### config.mk
export PLATFORM = sky130hd
export DESIGN_NAME = alu_arbiter
export DESIGN_NICKNAME = d
export VERILOG_FILES = /design/src/rtl/alu_pkg.sv /design/src/rtl/alu_arbiter_rr_arbiter2.sv /design/src/rtl/alu_arbiter.sv
export SDC_FILE = /design/constraint.sdc
export NUM_CORES = 1
export LEC_CHECK = 0
export CORE_UTILIZATION = 30
export CTS_BUF_LIST = sky130_fd_sc_hd__clkbuf_4 sky130_fd_sc_hd__clkbuf_8 sky130_fd_sc_hd__clkbuf_16
export DETAILED_ROUTE_END_ITERATION = 10
export DONT_BUFFER_PORTS = 1
export GPL_TIMING_DRIVEN = 1
export RECOVER_POWER = 50
export SLEW_MARGIN = 20
export SYNTH_ARGS = -nofsm -noshare
export SYNTH_HDL_FRONTEND = slang
export SYNTH_SLANG_ARGS = --single-unit
### constraint.sdc
create_clock -name clk -period 1.33 [get_ports clk]
set_input_delay 0.266 -clock clk [delete_from_list [all_inputs] [get_ports clk]]
set_output_delay 0.266 -clock clk [all_outputs]
set_load 0.02 [all_outputs]
### src/rtl/alu_pkg.sv
// Shared constants and types for the ALU front-end: field widths, flag bit
// positions, ALUControl encodings and the arbiter state type.
package alu_pkg;

    localparam int ALU_CTRL_W  = 3;
    localparam int ALU_SHIFT_W = 2;
    localparam int ALU_FLAG_W  = 4;

    // ALUFlags bit order is {N,Z,C,V}
    localparam int FLAG_N = 3;
    localparam int FLAG_Z = 2;
    localparam int FLAG_C = 1;
    localparam int FLAG_V = 0;

    localparam logic [ALU_CTRL_W-1:0] ALU_ADD = 3'b000;
    localparam logic [ALU_CTRL_W-1:0] ALU_SUB = 3'b001;
    localparam logic [ALU_CTRL_W-1:0] ALU_AND = 3'b010;
    localparam logic [ALU_CTRL_W-1:0] ALU_ORR = 3'b011;
    localparam logic [ALU_CTRL_W-1:0] ALU_XOR = 3'b100;

    typedef enum logic [1:0] {
        IDLE = 2'd0,
        EXEC = 2'd1,
        RESP = 2'd2
    } state_t;

endpackage

### src/rtl/alu_arbiter_rr_arbiter2.sv
// Two-way round-robin grant: on contention the requester that was not served
// last wins; a lone requester always wins.
module rr_arbiter2 (
    input  logic [1:0] req,
    input  logic       last_grant,
    output logic [1:0] grant
);

    always_comb begin
        grant = 2'b00;
        case (req)
            2'b01:   grant = 2'b01;
            2'b10:   grant = 2'b10;
            2'b11:   grant = last_grant ? 2'b01 : 2'b10;
            default: grant = 2'b00;
        endcase
    end

endmodule

### src/rtl/alu_arbiter.sv
// Time-shares one combinational ALU between two requesters: round-robin issue,
// registered operands, registered result/flag capture and one-hot responses.
module alu_arbiter #(
    parameter int WIDTH   = 5,
    parameter int CTRL_W  = alu_pkg::ALU_CTRL_W,
    parameter int SHIFT_W = alu_pkg::ALU_SHIFT_W,
    parameter int FLAG_W  = alu_pkg::ALU_FLAG_W
) (
    input  logic               clk,
    input  logic               reset_n,
    input  logic [1:0]         req_valid,
    output logic [1:0]         req_ready,
    input  logic [WIDTH-1:0]   req0_a,
    input  logic [WIDTH-1:0]   req0_b,
    input  logic [CTRL_W-1:0]  req0_ctrl,
    input  logic [SHIFT_W-1:0] req0_bshift,
    input  logic [WIDTH-1:0]   req1_a,
    input  logic [WIDTH-1:0]   req1_b,
    input  logic [CTRL_W-1:0]  req1_ctrl,
    input  logic [SHIFT_W-1:0] req1_bshift,
    output logic [1:0]         rsp_valid,
    input  logic [1:0]         rsp_ready,
    output logic [WIDTH-1:0]   rsp_result,
    output logic [FLAG_W-1:0]  rsp_flags,
    output logic [WIDTH-1:0]   alu_a,
    output logic [WIDTH-1:0]   alu_b,
    output logic [CTRL_W-1:0]  alu_ctrl,
    output logic [SHIFT_W-1:0] alu_bshift,
    input  logic [WIDTH-1:0]   alu_result,
    input  logic [FLAG_W-1:0]  alu_flags
);

    import alu_pkg::*;

    state_t               r_state;
    logic                 r_last_grant;
    logic                 r_owner;
    logic [1:0]           r_rsp_valid;
    logic [WIDTH-1:0]     r_rsp_result;
    logic [FLAG_W-1:0]    r_rsp_flags;
    logic [WIDTH-1:0]     r_alu_a;
    logic [WIDTH-1:0]     r_alu_b;
    logic [CTRL_W-1:0]    r_alu_ctrl;
    logic [SHIFT_W-1:0]   r_alu_bshift;

    logic [1:0]           w_grant;
    logic                 w_gnt_idx;
    logic                 w_accept;
    logic [WIDTH-1:0]     w_sel_a;
    logic [WIDTH-1:0]     w_sel_b;
    logic [CTRL_W-1:0]    w_sel_ctrl;
    logic [SHIFT_W-1:0]   w_sel_bshift;

    rr_arbiter2 u_rr (
        .req        (req_valid),
        .last_grant (r_last_grant),
        .grant      (w_grant)
    );

    // Grant is only offered while idle; EXEC/RESP keep both requesters stalled.
    assign req_ready = (r_state == IDLE) ? w_grant : 2'b00;
    assign w_accept  = (r_state == IDLE) && ((req_valid & w_grant) != 2'b00);
    assign w_gnt_idx = w_grant[1];

    assign w_sel_a      = w_gnt_idx ? req1_a      : req0_a;
    assign w_sel_b      = w_gnt_idx ? req1_b      : req0_b;
    assign w_sel_ctrl   = w_gnt_idx ? req1_ctrl   : req0_ctrl;
    assign w_sel_bshift = w_gnt_idx ? req1_bshift : req0_bshift;

    always_ff @(posedge clk or negedge reset_n) begin
        if (!reset_n) begin
            r_state      <= IDLE;
            r_last_grant <= 1'b1;
            r_owner      <= 1'b0;
            r_rsp_valid  <= 2'b00;
            r_rsp_result <= '0;
            r_rsp_flags  <= '0;
            r_alu_a      <= '0;
            r_alu_b      <= '0;
            r_alu_ctrl   <= '0;
            r_alu_bshift <= '0;
        end else begin
            case (r_state)
                IDLE: begin
                    if (w_accept) begin
                        r_alu_a      <= w_sel_a;
                        r_alu_b      <= w_sel_b;
                        r_alu_ctrl   <= w_sel_ctrl;
                        r_alu_bshift <= w_sel_bshift;
                        r_owner      <= w_gnt_idx;
                        r_last_grant <= w_gnt_idx;
                        r_state      <= EXEC;
                    end
                end
                EXEC: begin
                    // Operands have been stable for a full cycle; sample the ALU.
                    r_rsp_result <= alu_result;
                    r_rsp_flags  <= alu_flags;
                    r_rsp_valid  <= {r_owner, ~r_owner};
                    r_state      <= RESP;
                end
                RESP: begin
                    if (rsp_ready[r_owner]) begin
                        r_rsp_valid <= 2'b00;
                        r_state     <= IDLE;
                    end
                end
                default: begin
                    r_rsp_valid <= 2'b00;
                    r_state     <= IDLE;
                end
            endcase
        end
    end

    assign rsp_valid  = r_rsp_valid;
    assign rsp_result = r_rsp_result;
    assign rsp_flags  = r_rsp_flags;
    assign alu_a      = r_alu_a;
    assign alu_b      = r_alu_b;
    assign alu_ctrl   = r_alu_ctrl;
    assign alu_bshift = r_alu_bshift;

endmodule

==> flow_summary.toml, run 1 <==
[grt]
grtUsageMet2_pct = 23.6
grt.overflow.total = 0
antenna_found_initial = 0
met1_usage_pct = 18.0
grt_pass1_wl_um = 5800
grt_pass1_vias = 1156
grt_max_degree = 31
grtUsageMet3_pct = 8.23
grt.busiest_layer = "met2"
grt_usage_pct = 15.3

[sta]
worstMarginPinSlew_ns = 0.760
finalSetupViolCount = 2
hold_violations = 0
rsz0062_at_grt = "yes"
clock.fmax_mhz = 699
slew_violations = 0
fin_crit_ns = 1.43
setup_slack_ns = -0.101
fin_crit_sh_pct = 108
fin_skew_ns = 0.00376
relSlewSlack_pct = 49.3

[drt]
drc = 0
vias = 1171
dr.pass1.iters = 4
wire_per_inst_um = 18.4
detail_route.wirelength_um = 3730
vias_per_cell = 5.77
drtIter0Drc = 52
ant_nets = 0

[logic_synthesis]
syn-num-nets = 180
ys_seq_area_share_pct = 53.9
yosys-top-cells-area = "dfrtp_1 52%, o31ai_1 8.1%, mux2_2 7.3%"
synth_top_area_cell = "dfrtp_1"
synth_cell_types = 25
synth_cells = 135
synth_top_area_share_pct = 52.1
synth_warnings = 0
syn_area_per_cell_um2 = 10.3
ys_ff_latch = 30
synth_area_mm2 = 0.00139

[power]
p_sw_share_pct = 42.3
seqPwrFrac_pct = 45.2
combinationalPowerShare_pct = 38.8
p_leak_nw = 0.752
clkPwrFrac_pct = 16.0
p_sw_mw = 2.06
ir_drop_uv = 834
powerDensity_mw_per_mm2 = 2690
power.total_mw = 4.87
internal-power_mw = 2.81

[critical_path]
cp.arrival_ns = 1.16
worstPathBufferInverterCount = 0
path_max_fanout = 3
cp_top_family = "simple AND/OR/NAND/NOR gates"
worst-path-stages = 2
path_cells = "or2_4, nor2_4"
slowest_delay_ns = 0.42
worst_ep_required_time_ns = 1.06
critical_path_class = "reg2out"
end_kind = "output pin"
slowest_stage = "dfrtp_1"
start_kind = "register"
worst_r2r_path_depth = 4

[placed_design]
dp_hpwl_um = 2570
dp.cells = 188
place.gp.congestion = 0.718
dpl-instance-area_mm2 = 0.00152
io_buffers = 0

[final_layout]
drive_gt1_share_pct = 39.7
areaGrowthSynthToFinish_pct = 30.0
fin_area_mm2 = 0.00181
layout.nets = 195
diodes = 0
final_cell_mix = "28 x dfrtp_1, 15 x nor2_1, 12 x a21oi_1, 10 x o21ai_0, 10 x buf_4"
final.fill_count = 442
final_common_cell = "dfrtp_1"
multi_input_area_um2 = 724
fin_cells = 203
regArea_um2 = 753

[floorplan]
die_h_um = 70.2
ioPinCount = 73
rows = 24
core-area_mm2 = 0.00441
dieArea_mm2 = 0.00492
start_util_pct = 31.6
die-width_um = 70.2

[clocking]
tritoncts = "built"
cts-buffers-inserted = 5
htreeDepth = 2
clock_sinks = 30
clk_pin_slew_worst_paths_ns = 0.07
cts_root_buf = "clkbuf_8"
clock_latency_ns = 0.28
clk_path_buf_depth = 2

[run_status]
failed_checks = "setup timing"
status = "complete, but fails checks"

[job]
max_cap_viol_count = 0

[worst_hold_path]
whs_path_depth = 1
hp-class = "in2reg"
-- stage by stage --
step | hold WS, ns | utilization [%] | setup WS (ns) | TNS [ns]
final | 0.0656 | 41.0 | -0.101 | -0.192
after global routing | 0.0551 | 41.0 | -0.137 | -0.402
after CTS | 0.0562 | 39.3 | -0.136 | -0.225
after detailed placement | -0.0290 | 34.5 | -0.0514 | -0.301
after global placement | -0.0289 | 34.5 | 0.0238 | 0
after floorplan | -0.0296 | - | -0.0107 | -0.0107
-- final cells by class --
cell class | count | share of cell area (%)
Multi-Input combinational cell | 93 | 40.0
Timing Repair Buffer | 18 | 9.19
Clock inverter | 1 | 0.276
Inverter | 2 | 0.414
Tap cell | 52 | 3.59
Sequential cell | 30 | 41.6
Clock buffer | 7 | 4.97
-- synth_stat cells --
cell	instances
nor2_2	1
o22a_1	1
o2bb2ai_1	1
buf_4	2
dfstp_2	1
mux2i_1	1
or2_1	1
a21boi_4	1
mux2_2	9
a21boi_0	1
clkbuf_1	2
nand2b_1	4
inv_1	2
o31ai_1	15
buf_2	6
o21a_1	2
nand3b_1	1
o21ai_1	2
a21oi_1	17
nand2_1	2
nor2_1	17
dfrtp_1	29
o21ai_0	15
a31oi_1	1
o22ai_1	1
-- registers in the layout, indices dropped and copies added (netlist names) --
name and cells:
rsp_valid 2, alu_bshift 2, r_owner 1, rsp_result 5, alu_ctrl 3, r_state 2
r_last_grant 1, alu_b 5, alu_a 5, rsp_flags 4
-- logic make-up (layout without fill, tap and decap cells) --
family | after synthesis | count (layout) | share of synthesized area, %
compound gates | 57 | 57 | 25.4
buf+inv | 12 | 28 | 4.31
flops | 30 | 30 | 54.0
mux | 10 | 10 | 7.99
simple gates | 26 | 26 | 8.35
-- final timing paths --
check	from	end	slack, ns
max	r_state[0]	req_ready[0]	-0.10
min	req_valid[0]	r_last_grant	0.07
max reg2reg	r_state[0]	alu_a[3]	0.01
min reg2reg	r_owner	rsp_valid[0]	0.59
max in group asynchronous	reset_n	r_state[1]	0.19
min in group asynchronous	reset_n	alu_b[2]	0.61
-- power by group through the flow --
| stage | combinational [mW] | clock, mW | sequential (mW) |
|---|---|---|---|
| final | 1.89 | 0.779 | 2.20 |
| after global placement | 1.36 | 0 | 2.18 |
| after detailed placement | 1.44 | 0 | 2.19 |
| after floorplan | 1.07 | 0 | 2.10 |
| after CTS | 1.67 | 0.797 | 2.20 |
| after global routing | 2.06 | 0.833 | 2.26 |
-- layer usage --
metal	vias to the layer above	part of all wire (%)
met3	8	11
met4	0	1.7
met1	579	38
met2	64	50
li1	520	-
met5	-	0
-- what timing repair did --
action | CTS | global route
setup buffers | 5 | 1
gates resized for setup | 11 | 24
pin swaps | 4 | 9
cloned | 0 | 1
endpoints found under the setup margin | 12 | 26
hold buffers | 2 | 0
hold endpoints to repair | 30 | 0
No activity file was read; power rests on OpenSTA's default activity.
==> inputs of run 2 (changes only) <==
CORE_UTILIZATION = 55   (was 30)
PLACE_DENSITY = 0.73   (was unset)
RECOVER_POWER = unset   (was 50)
==> run 2 against run 1 <==
The flow still finishes with violations (setup timing). Cell count fell by 13%. Register-to-register slack better by 0.03 ns. Global-route usage is 10 points higher. Final area decreased by 7.7%. Largest power group unchanged. Combinational power shrank 13%. Fmax shrank 10%. Clock skew up 0.0068 ns. Sequential power is essentially flat.
==> flow_summary.toml, run 2 (same netlist as run 1, synthesis figures left out) <==
[clocking]
cts-buffers-inserted = 5
htreeDepth = 2
cts_root_buf = "clkbuf_4"
clk_pin_slew_worst_paths_ns = 0.10
tritoncts = "built"
clock_sinks = 30
clk_path_buf_depth = 2
clock_latency_ns = 0.32

[critical_path]
critical_path_class = "reg2out"
end_kind = "output pin"
cp.arrival_ns = 1.33
worst_ep_required_time_ns = 1.06
start_kind = "register"
path_max_fanout = 6

[drt]
vias_per_cell = 6.11
ant_nets = 0
detail_route.wirelength_um = 3110
drc = 0
drtIter0Drc = 11
dr.pass1.iters = 4
wire_per_inst_um = 17.7
vias = 1076

[sta]
relSlewSlack_pct = 51.2
fin_crit_ns = 1.59
slew_violations = 0
worstMarginPinSlew_ns = 0.732
hold_violations = 0
fin_crit_sh_pct = 120
fin_skew_ns = 0.0106
clock.fmax_mhz = 628
rsz0062_at_grt = "yes"
setup_slack_ns = -0.263
finalSetupViolCount = 2
fin_hold_ws_ns = 0.0881

[power]
combinationalPowerShare_pct = 37.2
p_leak_nw = 0.701
p_sw_share_pct = 43.8
powerDensity_mw_per_mm2 = 2660
ir_drop_uv = 1460
p_sw_mw = 1.95
seqPwrFrac_pct = 50.0
clkPwrFrac_pct = 12.8
internal-power_mw = 2.50

[final_layout]
drive_gt1_share_pct = 33.1
areaGrowthSynthToFinish_pct = 19.9
diodes = 0
layout.nets = 192
final_cell_mix = "27 x dfrtp_1, 16 x a21oi_1, 15 x nor2_1, 11 x o31ai_1, 10 x o21ai_1"
final_common_cell = "dfrtp_1"
finish.utilization_pct = 72.8
fin_cells = 176

[placed_design]
place.gp.congestion = 0.758
dp_hpwl_um = 2200
dp.cells = 164
io_buffers = 0

[floorplan]
rows = 17
core-area_mm2 = 0.00230
dieArea_mm2 = 0.00274
ioPinCount = 73
die_h_um = 52.3
die-width_um = 52.3
start_util_pct = 60.7

[grt]
antenna_found_initial = 0
grt_pass1_wl_um = 4920
grt_usage_pct = 25.7
grt_pass1_vias = 1067
grt_max_degree = 31
grt.overflow.total = 0

[worst_hold_path]
hp-class = "in2reg"

[run_status]
status = "complete, but fails checks"
failed_checks = "setup timing"

[job]
max_cap_viol_count = 0
[run 2: cell count changes in the layout (fill, tap and decap cells not counted), sizes merged]
cell / delta
dlygate4sd3: +1
buf: -3
clkbuf: -2
clkinvlp: +1
[run 2: critical path: stages, from the launching register on]
cell and delay, ns:
dfrtp_2 0.46, or2_4 0.27, buf_6 0.12, nor2_4 0.17
[run 2: layout make-up]
type                       instances  area (um^2)
tap                               28         35.0
inverter                           2         7.51
multi-input combinational         93          661
sequential                        30          754
fill                             156          626
clock inverter                     2         12.5
timing repair buffer              15          150
clock buffer                       6         51.3
[run 2: through the flow]
step | total power [mW] | setup TNS (ns) | worst slack (ns) | area (um^2)
6_report | 4.45 | -0.479 | -0.263 | 1670
5_1_grt | 4.73 | -0.630 | -0.322 | 1670
2_1_floorplan | 3.18 | -0.0107 | -0.0107 | 1420
4_1_cts | 4.36 | -0.538 | -0.270 | 1630
3_5_place_dp | 3.62 | -0.126 | -0.0525 | 1490
3_3_place_gp | 3.52 | 0 | 0.0503 | 1490
[run 2: final timing paths]
path	from	endpoint	slack, ns	cells after the start
min	req_valid[1]	r_last_grant	0.09	2
min in group asynchronous	reset_n	alu_b[0]	0.37	2
min reg2reg	r_owner	rsp_valid[0]	0.60	1
max	r_state[1]	req_ready[0]	-0.26	3
max reg2reg	r_state[1]	alu_ctrl[2]	0.04	5
max in group asynchronous	reset_n	r_last_grant	0.73	2
[run 2: timing repair]
item / 4_1_cts / 5_1_grt
endpoints found under the hold margin: 31 / 0
hold buffers: 3 / 0
setup endpoints to repair: 9 / 17
buffers inserted: 2 / 1
resized for setup: 16 / 16
pin swaps: 3 / 7
[run 2: power groups by stage]
stage	Sequential [mW]	Combinational [mW]	Clock (mW)
after floorplan	2.10	1.07	0
after global placement	2.16	1.36	0
after detailed placement	2.19	1.43	0
after CTS	2.19	1.59	0.587
after global routing	2.28	1.81	0.634
final	2.22	1.65	0.570
[run 2: layer usage]
layer	routed length (um)	up-vias	share of wire (%)	global-route usage, %
met1	1200	512	39	28.1
li1	-	509	-	-
met3	222	4	7.1	8.99
met4	30	0	0.96	11.8
met5	0	-	0	0
met2	1660	51	53	44.1
==> inputs of run 3 (changes only) <==
==> constraint.sdc (replaced) <==
create_clock -name clk -period 1.33 [get_ports clk]
set_input_delay 0.266 -clock clk [delete_from_list [all_inputs] [get_ports clk]]
set_output_delay 0.266 -clock clk [all_outputs]
set_load 0.005 [all_outputs]
==> run 3 against run 2 <==
The run still ends with setup timing left. Die area stayed put. First-iteration DRC count up 73%. Via count is 4.6% higher. Clock skew is 0.0045 ns lower. Non-clock buffer count rose by 5. Fmax increased by 9.3%. Worst setup slack improved by 0.14 ns. Global-route usage decreased by 1.6 points. Critical path type is now reg2reg.
==> flow_summary.toml, run 3 (same netlist as run 1, synthesis figures left out) <==
[run_status]
status = "complete, but fails checks"
failed_checks = "setup timing"

[drt]
drtIter0Drc = 19
detail_route.wirelength_um = 3260
vias = 1126
vias_per_cell = 6.22
wire_per_inst_um = 18.0
dr.pass1.iters = 4
drc = 0
ant_nets = 0

[sta]
rsz0062_at_grt = "yes"
hold_violations = 0
setup_slack_ns = -0.128
worstMarginPinSlew_ns = 0.562
clock.fmax_mhz = 686
finalSetupViolCount = 13
relSlewSlack_pct = 62.5
fin_skew_ns = 0.00613
fin_crit_sh_pct = 110
slew_violations = 0
fin_crit_ns = 1.46

[grt]
grt_pass1_vias = 1047
grt.overflow.total = 0
antenna_found_initial = 0
grt_max_degree = 31
grt_pass1_wl_um = 4690
grt_usage_pct = 24.1

[clocking]
htreeDepth = 2
clock_sinks = 30
cts_root_buf = "clkbuf_4"
clock_latency_ns = 0.32
clk_path_buf_depth = 2
tritoncts = "built"
clk_pin_slew_worst_paths_ns = 0.09
cts-buffers-inserted = 5

[placed_design]
dp.cells = 161
place.gp.congestion = 0.614
dp_hpwl_um = 2060
io_buffers = 0

[critical_path]
crit_top_cell = "buf_8"
end_kind = "register"
slowest_stage = "dfstp_2"
worst_ep_required_time_ns = 1.54
cp.arrival_ns = 1.67
reg2reg_setup_slack_ns = -0.13
path_max_fanout = 6
critical_path_class = "reg2reg"
cp_top_family = "flip-flops"
slowest_delay_ns = 0.54
start_kind = "register"
worstPathBufferInverterCount = 3
path_cells = "nand2b_4, buf_8, buf_6, buf_8, a21oi_1, o31ai_1"

[job]
max_cap_viol_count = 0

[power]
p_sw_mw = 1.47
powerDensity_mw_per_mm2 = 2310
clkPwrFrac_pct = 14.3
seqPwrFrac_pct = 43.0
p_sw_share_pct = 36.1
combinationalPowerShare_pct = 42.7
internal-power_mw = 2.59
ir_drop_uv = 1410
p_leak_nw = 0.748

[floorplan]
start_util_pct = 60.7
ioPinCount = 73
die-width_um = 52.3
core-area_mm2 = 0.00230
dieArea_mm2 = 0.00274
rows = 17
die_h_um = 52.3

[final_layout]
layout.nets = 197
final.fill_count = 169
diodes = 0
finish.utilization_pct = 76.4
drive_gt1_share_pct = 35.3
areaGrowthSynthToFinish_pct = 25.9
final_cell_mix = "28 x dfrtp_1, 15 x nor2_1, 14 x o31ai_1, 10 x a21oi_1"
final_common_cell = "dfrtp_1"
fin_cells = 181

[worst_hold_path]
hp-class = "in2reg"
-- run 3: changes by cell type in the layout (fill, tap and decap cells not counted), moves of 2 or more --
cell / before / now
o31ai_2: 4 / 1
buf_6: 2 / 4
a21oi_1: 16 / 10
o21ai_0: 1 / 9
o21ai_1: 10 / 6
a21oi_2: 0 / 6
o31ai_1: 11 / 14
buf_8: 0 / 2
o21ai_2: 5 / 1
-- run 3: through the flow --
stage                     TNS (ns)  cell area (um^2)  setup WS [ns]  hold slack, ns  total power [mW]
after floorplan                  0              1400         0.0385         -0.0296              2.64
after global placement           0              1450         0.0420         -0.0290              2.92
after detailed placement   -0.0589              1450        -0.0350         -0.0291              3.00
after CTS                   -0.294              1640        -0.0989         0.00143              3.84
after global routing         -1.37              1760         -0.202          0.0592              4.33
final                       -0.626              1760         -0.128          0.0869              4.06
-- run 3: area by class of cell --
| class | count | area [um^2] | area share, % |
|---|---|---|---|
| clock buffers | 7 | 58.8 | 3.35 |
| clock inverters | 1 | 5.00 | 0.285 |
| inverters | 2 | 7.51 | 0.428 |
| multi-input cells | 93 | 668 | 38.1 |
| flip-flops and latches | 30 | 753 | 42.9 |
| well taps | 28 | 35.0 | 2.00 |
| repair buffers | 20 | 228 | 13.0 |
-- run 3: power groups by stage --
stage	clock network (mW)	registers, mW	logic (mW)
floorplan	0	1.66	0.979
global placement	0	1.73	1.19
detailed placement	0	1.76	1.24
CTS	0.590	1.73	1.52
global route	0.640	1.81	1.89
finish	0.580	1.75	1.73
-- run 3: path summary, 6_finish.rpt --
kind | startpoint | to | cells past startpoint
min in group asynchronous | reset_n | alu_a[2] | 2
worst min register to register | alu_b[3] | alu_b[3] | 2
worst max-delay path | r_last_grant | alu_b[4] | 6
max in group asynchronous | reset_n | r_last_grant | 2
worst max register to register | r_last_grant | alu_b[4] | 6
worst min-delay path | alu_result[0] | rsp_result[0] | 1
-- run 3: layer usage --
layer | global-route usage [%] | routed length (um) | vias up
met5 | 0 | 0 | -
met4 | 11.0 | 63 | 0
met3 | 6.67 | 214 | 10
met2 | 42.4 | 1650 | 54
met1 | 26.8 | 1340 | 542
li1 | - | - | 520
-- run 3: timing repair --
item	in CTS	in global routing
buffers inserted	5	4
setup endpoints to repair	5	25
gates cloned	0	1
hold endpoints to repair	30	1
pin swaps	5	7
gates resized for setup	13	21
hold buffers	2	1
